===== src/rtl/sd_block_responder.sv =====
// sd_block_responder: host-side end of the virtual-disk block protocol, moving 512-byte
// blocks between the requesting unit's buffer and a byte-wide backing store.
module sd_block_responder #(
    parameter int VDNUM      = 3,
    parameter int MEM_AW     = 32,
    parameter int UNIT_SHIFT = 26,
    parameter int ACK_DELAY  = 4
) (
    input  logic                clk_sys,
    input  logic                reset_n,
    input  logic [VDNUM*32-1:0] sd_lba,
    input  logic [VDNUM-1:0]    sd_rd,
    input  logic [VDNUM-1:0]    sd_wr,
    output logic [VDNUM-1:0]    sd_ack,
    output logic [8:0]          sd_buff_addr,
    output logic [7:0]          sd_buff_dout,
    output logic                sd_buff_wr,
    input  logic [VDNUM*8-1:0]  sd_buff_din,
    input  logic                cfg_mount_stb,
    input  logic [1:0]          cfg_unit,
    input  logic [63:0]         cfg_size,
    input  logic                cfg_ro,
    output logic [VDNUM-1:0]    img_mounted,
    output logic [63:0]         img_size,
    output logic                img_readonly,
    output logic [MEM_AW-1:0]   mem_addr,
    output logic                mem_rd,
    output logic                mem_wr,
    output logic [7:0]          mem_dout,
    input  logic [7:0]          mem_din,
    input  logic                mem_ready,
    output logic                busy,
    output logic [15:0]         wr_reject
);
    localparam int IW = VDNUM > 1 ? $clog2(VDNUM) : 1;

    typedef enum logic [2:0] {IDLE, ACK_DLY, RD_FETCH, RD_PUSH, WR_ADDR, WR_SAMPLE, WR_STORE, DONE} state_t;

    state_t state, state_nx;
    logic [IW-1:0] idx, sel;
    logic hit, op_wr, ro_x, adv;
    logic [31:0] lba;
    logic [VDNUM-1:0] ro;
    logic [8:0] n;
    logic [7:0] dly, data;

    always_comb begin
        sel = '0;
        hit = 1'b0;
        for (int i = VDNUM - 1; i >= 0; i--)
            if (sd_rd[i] | sd_wr[i]) begin
                sel = IW'(i);
                hit = 1'b1;
            end
    end

    // ro_x is the read-only state sampled at capture, so a mid-transfer mount only affects later transfers
    assign adv = state == RD_PUSH || (state == WR_STORE && (ro_x || mem_ready));

    always_comb begin
        state_nx = state;
        case (state)
            IDLE:      state_nx = hit ? ACK_DLY : IDLE;
            ACK_DLY:   state_nx = dly == 8'(ACK_DELAY - 1) ? (op_wr ? WR_ADDR : RD_FETCH) : ACK_DLY;
            RD_FETCH:  state_nx = mem_ready ? RD_PUSH : RD_FETCH;
            RD_PUSH:   state_nx = n == 9'd511 ? DONE : RD_FETCH;
            WR_ADDR:   state_nx = WR_SAMPLE;
            WR_SAMPLE: state_nx = WR_STORE;
            WR_STORE:  state_nx = adv ? (n == 9'd511 ? DONE : WR_ADDR) : WR_STORE;
            default:   state_nx = IDLE;
        endcase
    end

    assign busy         = state != IDLE;
    assign mem_rd       = state == RD_FETCH;
    assign mem_wr       = state == WR_STORE && !ro_x;
    assign sd_buff_wr   = state == RD_PUSH;
    assign sd_buff_addr = n;
    assign sd_buff_dout = data;
    assign mem_dout     = data;
    assign sd_ack       = (state inside {RD_FETCH, RD_PUSH, WR_ADDR, WR_SAMPLE, WR_STORE}) ? VDNUM'(1) << idx : '0;
    assign mem_addr     = (MEM_AW'(idx) << UNIT_SHIFT) + MEM_AW'({lba, 9'd0}) + MEM_AW'(n);

    always_ff @(posedge clk_sys or negedge reset_n)
        if (!reset_n)
            state <= IDLE;
        else
            state <= state_nx;

    always_ff @(posedge clk_sys or negedge reset_n) begin
        if (!reset_n) begin
            idx       <= '0;
            lba       <= '0;
            op_wr     <= 1'b0;
            ro_x      <= 1'b0;
            n         <= '0;
            dly       <= '0;
            data      <= '0;
            wr_reject <= '0;
        end else begin
            if (state == IDLE && hit) begin
                idx   <= sel;
                lba   <= sd_lba[32*sel +: 32];
                op_wr <= sd_wr[sel];
                ro_x  <= ro[sel];
                n     <= '0;
                dly   <= '0;
            end
            if (state == ACK_DLY)
                dly <= dly + 8'd1;
            if (state == RD_FETCH && mem_ready)
                data <= mem_din;
            if (state == WR_SAMPLE)
                data <= sd_buff_din[8*idx +: 8];
            if (adv)
                n <= n + 9'd1;
            if (state == DONE && op_wr && ro_x && wr_reject != 16'hFFFF)
                wr_reject <= wr_reject + 16'd1;
        end
    end

    always_ff @(posedge clk_sys or negedge reset_n) begin
        if (!reset_n) begin
            img_mounted  <= '0;
            img_size     <= '0;
            img_readonly <= 1'b0;
            ro           <= '0;
        end else begin
            img_mounted <= '0;
            if (cfg_mount_stb && 32'(cfg_unit) < VDNUM) begin
                img_size                     <= cfg_size;
                img_readonly                 <= cfg_ro;
                ro[cfg_unit[IW-1:0]]          <= cfg_ro;
                img_mounted[cfg_unit[IW-1:0]] <= 1'b1;
            end
        end
    end
endmodule

===== config.mk =====
export PLATFORM = sky130hd
export DESIGN_NAME = sd_block_responder
export DESIGN_NICKNAME = d
export VERILOG_FILES = /design/src/rtl/sd_block_responder.sv
export SDC_FILE = /design/constraint.sdc
export NUM_CORES = 1
export LEC_CHECK = 0
export BUFFER_PORTS_ARGS = -buffer_cell sky130_fd_sc_hd__buf_2
export CORE_AREA = 2 2 136 138
export CTS_CLUSTER_SIZE = 28
export DETAILED_ROUTE_END_ITERATION = 10
export DIE_AREA = 0 0 138 140
export GPL_TIMING_DRIVEN = 1
export HOLD_SLACK_MARGIN = 0.08
export PLACE_DENSITY = 0.7
export SETUP_SLACK_MARGIN = 0.2
export SYNTH_ARGS = -nofsm -noshare
export SYNTH_HDL_FRONTEND = slang
export SYNTH_SLANG_ARGS = --single-unit

===== constraint.sdc =====
create_clock -name clk_sys -period 2.84 [get_ports clk_sys]
set_clock_uncertainty 0.15 [all_clocks]
set_input_delay 0.284 -clock clk_sys [delete_from_list [all_inputs] [get_ports clk_sys]]
set_output_delay 0.284 -clock clk_sys [all_outputs]
set_load 0.005 [all_outputs]

# After elaboration in Yosys (flattened, before gate mapping)
# Index checks and enable logic that the tools add are counted.
op_classes:
  add_sub_neg: 5
  order_cmp: 4
  eq_ne: 10
  shifts: 3
  n_mux: 29
  n_bitwise: 3
  n_reduce_logical: 18
op_table:
  columns: ["operator", "count"]
  rows:
  - ["indexed part select 96 x 8 -> 23 bit", 1]
  - ["adder 28 x 32 -> 32 bit", 1]
  - ["adder 32 x 9 -> 32 bit", 1]
  - ["two-way mux 8 bit", 4]
  - ["indexed part select 24 x 6 -> 8 bit", 1]
  - ["case mux 3 bit (7 select lines)", 1]
  - ["two-way mux 9 bit", 2]
  - ["adder 16 x 1 -> 16 bit (second input constant)", 1]
  - ["inequality test 16 bit (second input constant)", 1]
  - ["two-way mux 3 bit", 5]
  - ["equality test 3 bit (second input constant)", 4]
  - ["two-way mux 2 bit", 5]
  - ["adder 9 x 1 -> 9 bit (second input constant)", 1]
  - ["equality test 9 bit (second input constant)", 1]
  - ["logical AND 1 bit", 9]
  - ["adder 8 x 1 -> 8 bit (second input constant)", 1]
  - ["equality test 8 x 2 -> 1 bit (second input constant)", 1]
  - ["two-way mux 1 bit", 8]
  - ["equality test 3 x 2 -> 1 bit (second input constant)", 2]
  - ["less-than comparator 2 x 3 -> 1 bit (second input constant)", 2]
  - ["nonzero test 2 bit", 3]
  - ["nonzero test 5 bit", 1]
  - ["binary-select mux 1 bit (select 2 bit)", 2]
  - ["bitwise mux 3 bit", 1]
  - ["other kinds (10)", 13]
totals:
  register_bits: 142
  input_bits: 205
  elab_cells: 85

# Logic depth before layout (Yosys ltp)
logic_depth:
  ltp_word: 7
  depth_mapped: 7

# Worst setup path after synthesis
# No wires, ideal clock.
synth_timing:
  kind: "reg-to-reg"
  from: "register dly[0]"
  to: "register state[0]"
  setup_ns: 0.153
  t_arrival_ns: 1.790
  required_time_ns: 2.537
  slack_ns: 0.748
  path_stages_with_launch: 6
  period_less_slack_ns: 2.092
  path_cell_list: "dfrtp_1 ha_1 or4b_2 nor4_1 o32a_1 o311ai_0"
synth_via:
  elab_chain_len: 3
synth_lines:
  columns: ["item", "line_no", "rtl"]
  rows:
  - ["from (decl)", "45", "logic [7:0] dly, data;"]
  - ["from (signal assigned)", "110", "dly <= dly + 8'd1;"]
  - ["equality test 8 x 2 -> 1 bit", "64", "ACK_DLY: state_nx = dly == 8'(ACK_DELAY - 1) ? (op_wr ? WR_ADDR : RD_FETCH) : ACK_DLY;"]
  - ["two-way mux 3 bit", "64", null]
  - ["case mux 3 bit (7 select lines)", "62", "case (state)"]
  - ["named net state_nx[0]", "39", "state_t state, state_nx;"]
  - ["to (signal assigned)", "88", "state <= state_nx;"]
  - ["to (decl)", "39", null]
# The timed path passes the listed nets, and every way through them passes these cells.
# A chain may end at the register's enable or synchronous reset.

# Worst setup path after layout
layout_timing:
  from: "register idx[1]"
  to: "output port mem_addr[30]"
layout_via:
  elab_chain_len: 2
layout_lines:
  columns: ["item", "line_no", "rtl"]
  rows:
  - ["from (decl)", "40", "logic [IW-1:0] idx, sel;"]
  - ["from (signal assigned)", "102", "idx <= sel;"]
  - ["adder 28 x 32 -> 32 bit", "82", "assign mem_addr = (MEM_AW'(idx) << UNIT_SHIFT) + MEM_AW'({lba, 9'd0}) + MEM_AW'(n);"]
  - ["adder 32 x 9 -> 32 bit", "82", null]
  - ["to (decl)", "26", "output logic [MEM_AW-1:0] mem_addr,"]
# No other way between the ends.

==> key figures <==
Drt
  • Drt pass-1 iters: 4
  • Total routed wirelength: 22,600 um
  • Via Count: 6,677
  • Via density: 5.16
  • Antenna Nets Post-Route: 0
  • Initial DRC count: 301
  • Residual DRC: 0
  • Drt wl/cell: 17.5 um

Clock network
  • CTS tree: built
  • Clock-pin slew on the worst setup and hold paths: around 0.06 ns
  • Cts bufs inserted: 17
  • CTS Sinks: 142
  • CTS H-tree depth: 4
  • Clock Tree Buf Depth: 2
  • Root Buffer: clkbuf_16
  • Postcts setup bufs: 0
  • Clk Latency, worst-skew pair: 0.42 ns

STA
  • Setup TNS: 0 ns
  • Max Slew Vio Count: 0
  • Setup violators final: 0
  • Setup repair after global routing missed its margin: no
  • Fin. Hold Viols: 0
  • Peak Freq: 409 MHz
  • Final hold slack: 0.103 ns
  • Crit share post-route: 86.0%
  • Final min period: approximately 2.4 ns
  • Slew @ Worst Pin: about 0.86 ns
  • Rel. slew slack: 42.7%

Worst setup path
  • Reg2reg end: state[0]
  • Max FO, Critical Path: 12
  • CP required: 2.41 ns
  • Largest stage delay on the critical path: 0.52 ns
  • R2R Path Start: dly[0]
  • Endpoint type of the worst setup path: output pin
  • Cell Chain, Critical Path: inv_1, fa_1, nor2_1, xor2_1, buf_2
  • CP arrival: between 2 and 2.5 ns
  • Critical Path Source Type: flip-flop
  • R2r worst-path depth: 5
  • Slowest-stage cell, CP: fa_1
  • R2R Setup Slk: 0.43 ns
  • Crit Path Class: flip-flop to output pin

Final layout
  • Nets: 1,265
  • Commonest non-fill, non-tap cells in the layout: 324 x buf_2, 139 x dfrtp_1, 126 x dlygate4sd3_1, 81 x mux2_2, 59 x o21ai_0
  • Final std cells w/o fill: approximately 1,300
  • Fin area: 0.0105 sq mm
  • Filler Cell Count: 1,469
  • Ant. Diodes: 0
  • Share of cells above drive strength 1: 43.7%
  • P&R area growth vs syn: 50.1%
  • Commonest non-fill, non-tap cell in the layout: buf_2

Die
  • Die span in x: 138 um
  • Core ar.: 0.0178 sq mm
  • # IOs: 353
  • Die Area: 0.0193 sq mm
  • Initial Util: 39.4%
  • Die height: 140 um
  • FP Rows: just under 50

Global route
  • Initial antenna violation count: 0
  • Grt total ovfl: 0
  • First-pass GRT wire length: between 30,000 and 40,000 um
  • Largest net degree at the start of global routing: between 60 and 70
  • Vias in the first global route: 7,056
  • Total Routing Usage GR: 23.5%

Yosys
  • Post-Syn Nets: 848
  • Mapped cell area: 0.00700 sq mm
  • Number of synthesized flops with an enable pin: 0
  • Synth async-reset ratio: between 90% and 100%
  • Yosys warnings: 0
  • Avg Synthesized Cell Area: roughly 11 sq um
  • Synth unique cells: 61
  • Mapped Cells: roughly 640
  • Register area share after synthesis: 50.8%
  • Main synth FF type: dfrtp_1
  • Flop and latch count out of synthesis: 142

Place
  • Cell Area, Placed: 0.00865 sq mm
  • PortBufs: ~330
  • Inst Count DP: 1,137
  • Placer congestion estimate: 0.853
  • DP HPWL: 15,200 um

Power
  • Power per Cell Area: 725 mW/mm^2
  • Overall Power: 7.62 mW
  • Worst vdd ir: 398 uV
  • LEAKAGE: roughly 5.2 nW

Min path
  • HP Class: input port to flip-flop
  • Hold path cells: 3
  • Hold_sp: sd_rd[2]
  • Hold Path Sink: state[0]

Run status
  • Status: finished, final reports clean

Run
  • Max cap viols: 0
-- Yosys cell counts (all sizes together), types with 4 or more instances --
cell	number	area share, %
dfrtp	142	51
mux2	81	13
o21ai	75	5.4
buf	51	5.0
nand2	50	2.7
and3	27	2.4
nand3	26	1.9
a211oi	25	2.8
clkbuf	16	0.86
nor2	15	0.91
nand4	11	0.98
a21oi	9	0.70
inv	9	0.48
xor2	9	1.1
a221oi	8	1.0
xnor2	8	1.0
ha	6	1.1
nor3	6	0.50
nor4	6	0.75
nor3b	5	0.54
a22o	4	0.50
-- timing repair --
action	in CTS	in global routing
resized for setup	0	4
hold endpoints to repair	164	0
endpoints found under the setup margin	0	6
hold buffers	126	0
-- worst max-delay path: cells and delay by family (launching register included) --
family / cells / cell delay [ns]
XOR/XNOR: 1 / 0.16
flip-flops: 1 / 0.41
adder cells (fa/ha/maj): 1 / 0.52
AND/OR/NAND/NOR: 1 / 0.14
buffers and inverters: 2 / 0.37
-- state kept, by name, indices dropped and copies added, names as in the netlist --
register / cells
img_size: 64
img_readonly: 1
mem_dout: 8
ro: 3
wr_reject: 16
sd_buff_addr: 9
state: 3
lba: 23
dly: 8
idx: 2
img_mounted: 3
ro_x: 1
op_wr: 1
-- area by class of cell --
cell class,instances,area (sq um),share of cell area [%]
Sequential cell,142,3560,33.9
Timing Repair Buffer,465,3020,28.8
Multi-Input combinational cell,417,3010,28.7
Clock buffer,18,429,4.09
Tap cell,229,287,2.73
Clock inverter,14,159,1.51
Inverter,10,37.5,0.357
-- per-layer routing --
layer	up-vias	wire length [um]	track usage (%)
met3	63	1610	6.32
met2	320	10800	39.6
met5	-	0	0
met1	3176	8960	26.8
li1	3118	-	-
met4	0	1200	14.1
-- power breakdown --
group	switching (mW)	internal [mW]	total, mW	leakage, nW
logic	1.27	1.22	2.49	3.12
registers	0.411	2.48	2.89	1.76
clock network	0.928	1.31	2.24	0.275
-- logic make-up (layout without fill, tap and decap cells) --
group	count (synthesis)	in the layout	synth area share, %
AND/OR/NAND/NOR	168	168	13.1
flip-flops	142	142	50.8
AO/OA/AOI/OAI	141	141	12.8
multiplexers	84	84	13.5
buffers and inverters	77	507	6.40
XOR/XNOR	17	17	2.13
adder cells (fa/ha/maj)	7	7	1.36
-- metrics by stage --
stage          setup slack (ns)  util (%)
2_1_floorplan             0.748         -
3_5_place_dp              0.307      48.6
5_1_grt                   0.312      59.1
4_1_cts                   0.343      59.0
6_report                  0.398      59.1
3_3_place_gp              0.425      48.6
-- worst max path at each step --
stage / start / to / depth (start not counted)
after floorplan: dly[0] / state[0] / 5
after global placement: sd_wr[0] / lba[18] / 5
after detailed placement: sd_wr[0] / lba[22] / 5
after CTS: state[1] / mem_dout[5] / 5
after global routing: dly[0] / state[0] / 5
final: idx[1] / mem_addr[30] / 5
Power figures use the tool's default switching activity.
